<file path="config.mk">
export PLATFORM = sky130hd
export DESIGN_NAME = avalon_ctrl_regs_flat
export DESIGN_NICKNAME = d
export VERILOG_FILES = /design/src/rtl/avalon_ctrl_regs_pkg.sv /design/src/rtl/avalon_ctrl_regs_if.sv /design/src/rtl/avalon_ctrl_regs_timer.sv /design/src/rtl/avalon_ctrl_regs.sv /design/src/flat_wrapper.sv
export SDC_FILE = /design/constraint.sdc
export NUM_CORES = 1
export LEC_CHECK = 0
export CAP_MARGIN = 20
export CELL_PAD_IN_SITES_DETAIL_PLACEMENT = 1
export CELL_PAD_IN_SITES_GLOBAL_PLACEMENT = 2
export CORE_ASPECT_RATIO = 0.75
export CORE_MARGIN = 1.5
export CORE_UTILIZATION = 31
export DETAILED_ROUTE_END_ITERATION = 10
export GPL_ROUTABILITY_DRIVEN = 0
export PLACE_DENSITY = 0.79
export SYNTH_ARGS = -nofsm -noshare
export SYNTH_HDL_FRONTEND = slang
export SYNTH_SLANG_ARGS = --single-unit
</file>
<file path="constraint.sdc">
create_clock -name clk -period 3 [get_ports clk]
set_input_delay 0.6 -clock clk [delete_from_list [all_inputs] [get_ports clk]]
set_output_delay 0.6 -clock clk [all_outputs]
set_load 0.05 [all_outputs]
</file>
<file path="src/rtl/avalon_ctrl_regs_pkg.sv">
// Shared register map, CONTROL/STATUS bit positions and run-timer state encoding.
package avalon_ctrl_pkg;

  localparam int OFF_CONTROL = 0;
  localparam int OFF_STATUS  = 1;
  localparam int OFF_COUNT   = 2;
  localparam int OFF_LIMIT   = 3;
  localparam int OFF_SCRATCH = 4;

  localparam int CTRL_START  = 0;
  localparam int CTRL_STOP   = 1;
  localparam int CTRL_CLR    = 2;
  localparam int CTRL_IRQ_EN = 8;

  localparam int STAT_RUNNING = 0;
  localparam int STAT_DONE    = 1;

  typedef enum logic {
    ST_IDLE = 1'b0,
    ST_RUN  = 1'b1
  } run_state_t;

endpackage

</file>
<file path="src/rtl/avalon_ctrl_regs_if.sv">
// Avalon-MM slave bus bundle; master drives requests, slave returns read data.
interface avalon_ctrl_regs_if #(
  parameter int DATA_W = 32,
  parameter int ADDR_W = 4
) ();
  logic [ADDR_W-1:0]   avs_s0_address;
  logic [DATA_W-1:0]   avs_s0_writedata;
  logic [DATA_W/8-1:0] avs_s0_byteenable;
  logic                avs_s0_write;
  logic                avs_s0_read;
  logic [DATA_W-1:0]   avs_s0_readdata;
  logic                avs_s0_readdatavalid;

  modport master (
    output avs_s0_address, avs_s0_writedata, avs_s0_byteenable,
           avs_s0_write, avs_s0_read,
    input  avs_s0_readdata, avs_s0_readdatavalid
  );

  modport slave (
    input  avs_s0_address, avs_s0_writedata, avs_s0_byteenable,
           avs_s0_write, avs_s0_read,
    output avs_s0_readdata, avs_s0_readdatavalid
  );
endinterface

</file>
<file path="src/rtl/avalon_ctrl_regs_timer.sv">
// Run timer: IDLE/RUN FSM, COUNT, limit compare and entry/exit pulses.
module avalon_run_timer
  import avalon_ctrl_pkg::*;
#(
  parameter int DATA_W = 32
) (
  input  logic              clk,
  input  logic              rst,
  input  logic              start_wr,
  input  logic              stop_wr,
  input  logic              clr_wr,
  input  logic [DATA_W-1:0] limit,
  output logic              run_o,
  output logic              start_pulse_o,
  output logic              stop_pulse_o,
  output logic              done_set_o,
  output logic [DATA_W-1:0] count_o
);

  run_state_t        state_q, state_d;
  logic [DATA_W-1:0] count_q, count_d;
  logic              sp_q, sp_d, tp_q, tp_d;
  logic              start_eff, hit;

  // STOP in the same write cancels START.
  assign start_eff = start_wr & ~stop_wr;
  // Compare uses the LIMIT register as it stands before this edge.
  assign hit = (state_q == ST_RUN) && (limit != '0) && (count_q == limit - 1'b1);

  // State, count and pulse registers.
  always_ff @(posedge clk) begin
    if (rst) begin
      state_q <= ST_IDLE;
      count_q <= '0;
      sp_q    <= 1'b0;
      tp_q    <= 1'b0;
    end else begin
      state_q <= state_d;
      count_q <= count_d;
      sp_q    <= sp_d;
      tp_q    <= tp_d;
    end
  end

  // Next state, count update and pulse generation.
  always_comb begin
    state_d    = state_q;
    count_d    = count_q;
    sp_d       = 1'b0;
    tp_d       = 1'b0;
    done_set_o = 1'b0;
    case (state_q)
      ST_IDLE: begin
        if (start_eff) begin
          state_d = ST_RUN;
          count_d = '0;
          sp_d    = 1'b1;
        end else if (clr_wr) begin
          count_d = '0;
        end
      end
      ST_RUN: begin
        if (start_eff) begin
          // Restart: stay in RUN, no pulses.
          count_d = '0;
        end else begin
          if (count_q != '1) count_d = count_q + 1'b1;
          if (stop_wr || hit) begin
            state_d = ST_IDLE;
            tp_d    = 1'b1;
          end
          done_set_o = hit;
          if (clr_wr) count_d = '0;
        end
      end
      default: state_d = ST_IDLE;
    endcase
  end

  assign run_o         = (state_q == ST_RUN);
  assign start_pulse_o = sp_q;
  assign stop_pulse_o  = tp_q;
  assign count_o       = count_q;

endmodule

</file>
<file path="src/rtl/avalon_ctrl_regs.sv">
// Control/status register block: bus decode, register file, read mux, run timer.
module avalon_ctrl_regs
  import avalon_ctrl_pkg::*;
#(
  parameter int DATA_W   = 32,
  parameter int ADDR_W   = 4,
  parameter int NUM_USER = 4
) (
  input  logic              clk,
  input  logic              rst,
  avalon_ctrl_regs_if.slave avs,
  output logic              run_o,
  output logic              start_pulse_o,
  output logic              stop_pulse_o,
  output logic              irq_o
);

  localparam int NB = DATA_W / 8;

  logic                             irq_en_q, done_q;
  logic [DATA_W-1:0]                limit_q, count, rd_mux, rdata_q;
  logic [NUM_USER-1:0][DATA_W-1:0]  scratch_q;
  logic                             rvld_q;
  logic                             ctrl_wr, stat_wr, limit_wr, b0;
  logic                             start_wr, stop_wr, clr_wr, done_set;

  function automatic logic [DATA_W-1:0] be_merge(input logic [DATA_W-1:0] cur,
                                                 input logic [DATA_W-1:0] nxt,
                                                 input logic [NB-1:0]     be);
    be_merge = cur;
    for (int i = 0; i < NB; i++)
      if (be[i]) be_merge[i*8 +: 8] = nxt[i*8 +: 8];
  endfunction

  assign ctrl_wr  = avs.avs_s0_write && (avs.avs_s0_address == ADDR_W'(OFF_CONTROL));
  assign stat_wr  = avs.avs_s0_write && (avs.avs_s0_address == ADDR_W'(OFF_STATUS));
  assign limit_wr = avs.avs_s0_write && (avs.avs_s0_address == ADDR_W'(OFF_LIMIT));
  assign b0       = avs.avs_s0_byteenable[0];

  // Strobes only fire when the low byte lane is written.
  assign start_wr = ctrl_wr && b0 && avs.avs_s0_writedata[CTRL_START];
  assign stop_wr  = ctrl_wr && b0 && avs.avs_s0_writedata[CTRL_STOP];
  assign clr_wr   = ctrl_wr && b0 && avs.avs_s0_writedata[CTRL_CLR];

  avalon_run_timer #(.DATA_W(DATA_W)) u_timer (
    .clk           (clk),
    .rst           (rst),
    .start_wr      (start_wr),
    .stop_wr       (stop_wr),
    .clr_wr        (clr_wr),
    .limit         (limit_q),
    .run_o         (run_o),
    .start_pulse_o (start_pulse_o),
    .stop_pulse_o  (stop_pulse_o),
    .done_set_o    (done_set),
    .count_o       (count)
  );

  // Persistent CONTROL/STATUS/LIMIT bits; a DONE set beats a same-edge W1C.
  always_ff @(posedge clk) begin
    if (rst) begin
      irq_en_q <= 1'b0;
      done_q   <= 1'b0;
      limit_q  <= '0;
    end else begin
      if (ctrl_wr && avs.avs_s0_byteenable[CTRL_IRQ_EN/8])
        irq_en_q <= avs.avs_s0_writedata[CTRL_IRQ_EN];
      if (done_set)
        done_q <= 1'b1;
      else if (stat_wr && b0 && avs.avs_s0_writedata[STAT_DONE])
        done_q <= 1'b0;
      if (limit_wr)
        limit_q <= be_merge(limit_q, avs.avs_s0_writedata, avs.avs_s0_byteenable);
    end
  end

  // Scratch registers, byte-lane writable.
  for (genvar u = 0; u < NUM_USER; u++) begin : g_scr
    always_ff @(posedge clk) begin
      if (rst)
        scratch_q[u] <= '0;
      else if (avs.avs_s0_write && (avs.avs_s0_address == ADDR_W'(OFF_SCRATCH + u)))
        scratch_q[u] <= be_merge(scratch_q[u], avs.avs_s0_writedata, avs.avs_s0_byteenable);
    end
  end

  // Read mux over pre-edge register values; unmapped offsets read 0.
  always_comb begin
    rd_mux = '0;
    case (avs.avs_s0_address)
      ADDR_W'(OFF_CONTROL): rd_mux[CTRL_IRQ_EN] = irq_en_q;
      ADDR_W'(OFF_STATUS): begin
        rd_mux[STAT_RUNNING] = run_o;
        rd_mux[STAT_DONE]    = done_q;
      end
      ADDR_W'(OFF_COUNT):   rd_mux = count;
      ADDR_W'(OFF_LIMIT):   rd_mux = limit_q;
      default: begin
        for (int u = 0; u < NUM_USER; u++)
          if (avs.avs_s0_address == ADDR_W'(OFF_SCRATCH + u)) rd_mux = scratch_q[u];
      end
    endcase
  end

  // One-cycle read response; readdata holds between reads.
  always_ff @(posedge clk) begin
    if (rst) begin
      rdata_q <= '0;
      rvld_q  <= 1'b0;
    end else begin
      rvld_q <= avs.avs_s0_read;
      if (avs.avs_s0_read) rdata_q <= rd_mux;
    end
  end

  assign avs.avs_s0_readdata      = rdata_q;
  assign avs.avs_s0_readdatavalid = rvld_q;
  assign irq_o                    = done_q & irq_en_q;

endmodule
</file>
<file path="src/flat_wrapper.sv">
// flat-port wrapper written by rule: the top's interface ports become plain ports
module avalon_ctrl_regs_flat import avalon_ctrl_pkg::*;
#(
  parameter int DATA_W   = 32,
  parameter int ADDR_W   = 4,
  parameter int NUM_USER = 4
)
  (clk, rst, run_o, start_pulse_o, stop_pulse_o, irq_o, avs_avs_s0_address, avs_avs_s0_writedata, avs_avs_s0_byteenable, avs_avs_s0_write, avs_avs_s0_read, avs_avs_s0_readdata, avs_avs_s0_readdatavalid);
  avalon_ctrl_regs_if #(.DATA_W(DATA_W), .ADDR_W(ADDR_W)) avs_i ();
  input  logic clk;
  input  logic rst;
  output logic run_o;
  output logic start_pulse_o;
  output logic stop_pulse_o;
  output logic irq_o;
  input wire logic [$bits(avs_i.avs_s0_address)-1:0] avs_avs_s0_address;
  input wire logic [$bits(avs_i.avs_s0_writedata)-1:0] avs_avs_s0_writedata;
  input wire logic [$bits(avs_i.avs_s0_byteenable)-1:0] avs_avs_s0_byteenable;
  input wire logic [$bits(avs_i.avs_s0_write)-1:0] avs_avs_s0_write;
  input wire logic [$bits(avs_i.avs_s0_read)-1:0] avs_avs_s0_read;
  output wire logic [$bits(avs_i.avs_s0_readdata)-1:0] avs_avs_s0_readdata;
  output wire logic [$bits(avs_i.avs_s0_readdatavalid)-1:0] avs_avs_s0_readdatavalid;
  assign avs_i.avs_s0_address = avs_avs_s0_address;
  assign avs_i.avs_s0_writedata = avs_avs_s0_writedata;
  assign avs_i.avs_s0_byteenable = avs_avs_s0_byteenable;
  assign avs_i.avs_s0_write = avs_avs_s0_write;
  assign avs_i.avs_s0_read = avs_avs_s0_read;
  assign avs_avs_s0_readdata = avs_i.avs_s0_readdata;
  assign avs_avs_s0_readdatavalid = avs_i.avs_s0_readdatavalid;
  avalon_ctrl_regs #(.DATA_W(DATA_W), .ADDR_W(ADDR_W), .NUM_USER(NUM_USER)) u_core (.clk(clk), .rst(rst), .avs(avs_i), .run_o(run_o), .start_pulse_o(start_pulse_o), .stop_pulse_o(stop_pulse_o), .irq_o(irq_o));
endmodule
</file>
# [Yosys cells after proc, flatten, opt, wreduce, memory -nomap -nowiden]
# Cells that the tools add are included.
[word_totals] reg_bits=230 out_inout_bits=37 input_bits=44 wordCells=112
[classes] bitwise_logic=4 muxes=23 reduce_logical=44 eq_ne=11 add_sub_neg=2
[op_table] operator="two-way mux 32 bit" n=9
[op_table] operator="one-hot mux 23 bit (3 select lines)" n=1
[op_table] operator="one-hot mux 32 bit (2 select lines)" n=1
[op_table] operator="AND reduction 2 bit" n=21
[op_table] operator="adder 32 x 1 -> 32 bit (second input constant)" n=1
[op_table] operator="== test 32 bit" n=1
[op_table] operator="!= test 32 bit (second input constant)" n=1
[op_table] operator="nonzero test 32 bit" n=1
[op_table] operator="subtractor 32 x 1 -> 32 bit (second input constant)" n=1
[op_table] operator="one-hot mux 6 bit (3 select lines)" n=1
[op_table] operator="== test 4 x 3 -> 1 bit (second input constant)" n=4
[op_table] operator="logical AND 1 bit" n=16
[op_table] operator="== test 4 x 2 -> 1 bit (second input constant)" n=2
[op_table] operator="two-way mux 1 bit" n=8
[op_table] operator="one-hot mux 2 bit (4 select lines)" n=1
[op_table] operator="== test 4 x 1 -> 1 bit (second input constant)" n=1
[op_table] operator="logical NOT 4 bit" n=1
[op_table] operator="!= test 4 x 1 -> 1 bit (second input constant)" n=1
[op_table] operator="one-hot mux 1 bit (4 select lines)" n=1
[op_table] operator="OR reduction 2 bit" n=2
[op_table] operator="!= test 3 x 2 -> 1 bit (second input constant)" n=1
[op_table] operator="OR reduction 3 bit" n=1
[op_table] operator="AND 1 bit" n=2
[op_table] operator="inverter 1 bit" n=2
[op_table] operator="other kinds (3)" n=3

# [Longest topological paths before layout]
[depth] word_depth=9 depth_mapped=11 depth_no_buf=10

# [Cells and area by module]
# Synthesis repeated with hierarchy kept, for this count alone.
[hier_totals] hier_cells=1244 hier_area_um2=11431.0
[modules_own_cells] mod="avalon_ctrl_regs" cells_each=865 n_inst=1 area_each_um2=8567.0 seq_area_each_um2=3903.7
[modules_own_cells] mod="avalon_run_timer" cells_each=379 n_inst=1 area_each_um2=2864.0 seq_area_each_um2=700.7

# [Worst setup path before layout]
# Ideal clock, no wire load.
[synth_timing] path_kind="register to register" startpoint="register u_core.limit_q[7]" endpoint="register u_core.u_timer.state_q, in the netlist u_core.u_timer.run_o" setup_ns=0.142 path_buffers=2 slack_ns=0.083 period_less_slack_ns=2.917 required_ns=2.858 arrival_ns=2.775 stages_incl_launch_ff=11 path_cell_list="dfxtp_1 > buf_6 > or4_4 > or3_1 > buf_2 > nor4_1 > mux2_1 > a211o_1 > nor4_2 > nand2b_1 > a221oi_1"
[synth_via] elab_chain_len=7 elab_cells_between_ends=9 classes_between="1 x add/sub; 1 x eq/ne; 3 x mux; 4 x reduce/logical"
[synth_rtl] element="start: declaration" line="avalon_ctrl_regs.sv:21" source="logic [DATA_W-1:0] limit_q, count, rd_mux, rdata_q;"
[synth_rtl] element="start signal: assignment" line="avalon_ctrl_regs.sv:73" source="limit_q <= be_merge(limit_q, avs.avs_s0_writedata, avs.avs_s0_byteenable);"
[synth_rtl] element="subtractor 32 x 1 -> 32 bit or nonzero test 32 bit (tied branches)" line="avalon_ctrl_regs_timer.sv:28" source="assign hit = (state_q == ST_RUN) && (limit != '0) && (count_q == limit - 1'b1);"
[synth_rtl] element="== test 32 bit or logical AND 1 bit (tied branches)" line="avalon_ctrl_regs_timer.sv:28"
[synth_rtl] element="logical AND 1 bit (*)" line="avalon_ctrl_regs_timer.sv:28"
[synth_rtl] element="logical OR 1 bit (*)" line="avalon_ctrl_regs_timer.sv:68" source="if (stop_wr || hit) begin"
[synth_rtl] element="two-way mux 1 bit (*)" line="avalon_ctrl_regs_timer.sv:68"
[synth_rtl] element="two-way mux 1 bit (*)" line="avalon_ctrl_regs_timer.sv:63" source="if (start_eff) begin"
[synth_rtl] element="one-hot mux 1 bit (2 select lines) (*)" line="avalon_ctrl_regs_timer.sv:52" source="case (state_q)"
[synth_rtl] element="end signal: assignment" line="avalon_ctrl_regs_timer.sv:38" source="state_q <= state_d;"
[synth_rtl] element="end: declaration" line="avalon_ctrl_regs_timer.sv:20" source="run_state_t state_q, state_d;"
# Every way passes the cells marked *; elsewhere a longest branch is shown, timed or not.
# A chain may end at the register's enable or synchronous reset.

# [Final worst setup path]
[layout_timing] startpoint="register u_core.limit_q[11]" endpoint="register u_core.u_timer.state_q, in the netlist u_core.u_timer.run_o"
# The elaborated chain is that of the path after synthesis.

==> results_dict.tcl <==
set metrics [dict create \
    cp.arrival_ns 3.34 \
    clock-root-buffer "clkbuf_16" \
    dieWidth_um 215 \
    core_um2 32800 \
    worst_slack_ns 0.0602 \
    numPortBuffers 80 \
    syn-instance-count 1328 \
    final_skew_ns 0.0163 \
    power_leakage_nw 4.45 \
    detail_route.first_pass.iterations 5 \
    die_height_um 162 \
    grt_usage 0.209 \
    floorplan.die_area_um2 34800 \
    reg2regPathDepth 9 \
    placed_cells 1859 \
    num_antenna_cells 0 \
    floorplan.initialDensity 0.318 \
    synth-xor-area-share 0.0570 \
    finalWorstPathRequiredPeriod_ns 2.94 \
    via_count_of_the_first_global_routing_pass 10200 \
    yosysSeqAreaShare 0.441 \
    report.final.slew_viol_count 0 \
    count_of_flip_flops_with_a_built_in_enable_after_synthesis 0 \
    mapped_avg_cell_area_um2 7.87 \
    timing.critical_path.to_type "register" \
    finalNonFillerCells 1902 \
    worstHoldPathType "in2reg" \
    fraction_of_final_layout_cells_sized_beyond_drive_strength_1 0.105 \
    synth.yosys.warnings 0 \
    clkLatencyLatePin_ns 0.54 \
    cts.sinks 230 \
    grt_remaining_overflow 0 \
    multiplexer_area_fraction_after_synthesis 0.00898 \
    wl_cell_um 19.2 \
    synth-compound-area-share 0.203 \
    design.portCount 81 \
    timing.final.setup_violations 0 \
    timing.rr.start "u_core.limit_q[11]$_SDFFE_PP0P_" \
    mappedNetlistArea_um2 10400 \
    grt_start_max_net_pins 96 \
    main_combinational_cell_family_by_area_after_synthesis "simple AND/OR/NAND/NOR gates" \
    initial_antenna_violation_count 2 \
    max-slew-margin-rel 0.535 \
    required_ns 3.40 \
    finalHoldViolCount 0 \
    startpoint_class_of_the_critical_path "register" \
    timing.setup.critical_path_class "reg2reg" \
    timing.final.crit_share 0.980 \
    whs_ns 0.441 \
    worst_hold_path.endpoint "u_core.scratch_q[14]$_SDFFE_PP0P_" \
    post-place-ws_ns -0.0147 \
    min-delay-start "rst" \
    setup-tns-final_ns 0 \
    regToRegSetupSlack_ns 0.06 \
    via_count 10200 \
    grt_first_pass_wirelength_um 58500 \
    tightestPinTransition_ns 0.698 \
    yosys_register_bits 230 \
    clockBufferDepth 3 \
    power.ir.vdd_worst_mv 0.353 \
    antenna_left 0 \
    syn_nets 1375 \
    reg2reg_to "u_core.u_timer.run_o$_SDFF_PP0_" \
    area_share_of_and_or_nand_nor_cells_after_synthesis 0.255 \
    async_reset_ff_frac 0 \
    hpwl_after_detailed_placement_um 26000 \
    htree_num_levels 1 \
    numCtsBuffers 25 \
    worst_hold_path_cells 2 \
    final_cell_area_um2 13100 \
    timing.max_cap.violations 0 \
    placed_area_um2 12300 \
    ctsHoldBuffers 0 \
    cts_tree "done" \
    synthToLayoutAreaGrowth_pct 25.8 \
    crit_fanout 4 \
    post_drt_via_cell_ratio 5.35 \
    initial_drc_count 688 \
    drcViolationCount 0 \
    run_status "completed" \
    synth.distinct_cells 61 \
    power_density_nw_per_um2 516 \
    ys.flop_type "dfxtp_1" \
    clock_pin_slew_worst_setup_and_hold_paths_ns 0.06 \
    drt-total-wl_um 36500 \
    achievable-frequency_mhz 340 \
    final_net_count 1492 \
    core.rowCount 57 \
    post_synth_fa_ha_maj_area_fraction 0.00359 \
]
-- through the flow --
step | power [mW] | utilization
6_report | 6.78 | 0.400
5_1_grt | 7.04 | 0.400
4_1_cts | 6.85 | 0.399
3_5_place_dp | 3.73 | 0.374
3_3_place_gp | 3.72 | 0.374
2_1_floorplan | 3.46 | -
-- layer usage --
| layer | up-vias | track usage | share of wire | routed length (um) |
|---|---|---|---|---|
| li1 | 4926 | - | - | - |
| met2 | 167 | 0.331 | 0.44 | 16200 |
| met5 | - | 0 | 0.00069 | 25 |
| met3 | 46 | 0.0369 | 0.043 | 1590 |
| met4 | 4 | 0.0400 | 0.016 | 570 |
| met1 | 5029 | 0.300 | 0.50 | 18100 |
-- power breakdown --
group / total [mW] / internal, mW / switching (mW)
clock: 3.12 / 1.82 / 1.30
combinational: 0.553 / 0.197 / 0.356
sequential: 3.11 / 3.09 / 0.0226
total: 6.78 / 5.11 / 1.68
-- layout make-up --
type / instances / area (um2)
Fill cell: 3956 / 19700
Multi-Input combinational cell: 1015 / 5580
Sequential cell: 230 / 4610
Timing Repair Buffer: 166 / 1570
Clock buffer: 34 / 709
Tap cell: 442 / 553
Clock inverter: 8 / 96.3
Inverter: 7 / 26.3
-- how the worst max path moves through the flow --
stage	startpoint	endpoint	slack [ns]	depth (start not counted)
5_1_grt	u_core.limit_q[1]$_SDFFE_PP0P_	u_core.u_timer.run_o$_SDFF_PP0_	-0.009	11
6_report	u_core.limit_q[11]$_SDFFE_PP0P_	u_core.u_timer.run_o$_SDFF_PP0_	0.06	9
4_1_cts	u_core.limit_q[7]$_SDFFE_PP0P_	u_core.u_timer.run_o$_SDFF_PP0_	0.005	10
2_1_floorplan	u_core.limit_q[7]$_SDFFE_PP0P_	u_core.u_timer.run_o$_SDFF_PP0_	0.08	10
3_5_place_dp	u_core.limit_q[7]$_SDFFE_PP0P_	u_core.u_timer.run_o$_SDFF_PP0_	-0.01	10
3_3_place_gp	u_core.limit_q[7]$_SDFFE_PP0P_	u_core.u_timer.run_o$_SDFF_PP0_	0.05	9
-- synthesized netlist by cell type, drive strengths merged, types with 4 or more instances --
| library cell | count | area (um2) |
|---|---|---|
| a21oi | 168 | 841 |
| nor2 | 93 | 349 |
| xor2 | 34 | 298 |
| nand3 | 44 | 220 |
| mux2i | 6 | 60.1 |
| dfxtp | 230 | 4600 |
| o21ai | 13 | 65.1 |
| xnor2 | 34 | 298 |
| nand2 | 359 | 1350 |
| clkbuf | 69 | 259 |
| and3 | 9 | 56.3 |
| nand2b | 5 | 31.3 |
| inv | 7 | 26.3 |
| a311oi | 30 | 263 |
| or4 | 11 | 86.3 |
| nor4 | 14 | 93.8 |
| nor2b | 7 | 43.8 |
| and2 | 7 | 43.8 |
| buf | 7 | 40.0 |
| a22oi | 31 | 238 |
| nand4 | 12 | 75.1 |
| and4 | 4 | 35.0 |
| or3 | 12 | 76.3 |
| a22o | 29 | 254 |
| a221oi | 30 | 263 |
| nor3 | 20 | 100 |
-- sequential cells by signal (all words and copies together), names as in the netlist --
name / count
u_core.u_timer.start_pulse_o: 1
u_core.scratch_q: 128
u_core.u_timer.count_o: 32
u_core.avs.avs_s0_readdata: 32
u_core.u_timer.run_o: 1
u_core.irq_en_q: 1
u_core.avs.avs_s0_readdatavalid: 1
u_core.u_timer.stop_pulse_o: 1
u_core.limit_q: 32
u_core.done_q: 1
-- cell usage in the layout, fill, tap and decap left out, types with 3 or more instances in the layout --
master,netlist,routed
clkbuf_16,0,25
nor4_2,1,3
and2_1,7,7
o21ai_0,13,13
xnor2_1,34,34
clkinv_2,0,4
nand2_1,359,359
buf_12,0,10
mux2i_1,6,6
clkbuf_1,69,4
buf_4,1,76
nand4_1,12,12
or3_1,11,9
xor2_1,34,34
a222oi_1,3,3
nor4_1,13,11
or2_2,3,3
nor3_1,20,17
clkdlybuf4s50_1,0,78
or4_1,10,9
clkbuf_8,0,5
a221oi_1,30,30
o211ai_1,3,3
nand2b_1,5,5
a311oi_1,30,29
nor3_2,0,3
a22o_1,29,29
a22oi_1,30,29
nor2_1,93,91
a21oi_1,168,168
and4_1,4,4
dfxtp_1,230,229
and3b_1,3,3
and3_1,9,9
inv_1,7,6
nor2b_1,7,7
nand3_1,44,44
-- repair_timing --
item | in CTS | in global routing
endpoints found under the setup margin | 1 | 3
buffers inserted | 0 | 1
pin swaps | 1 | 4
resized for setup | 1 | 10
hold endpoints to repair | 0 | 0
-- kinds of logic after synthesis --
kind of cell	after synthesis
simple gates	610
xor+xnor	68
compound gates	325
flops	230
fa+ha+maj	3
buf+inv	83
mux	9
-- critical path: stages (launching register included) --
cell	delay (ns)
dfxtp_1	0.32
or4_1	0.59
or2_2	0.36
nor4_2	0.27
mux2_1	0.35
a211o_1	0.29
nor4_2	0.28
buf_4	0.18
nand2b_1	0.10
a221oi_1	0.08
No activity file was read; power rests on OpenSTA's default activity.
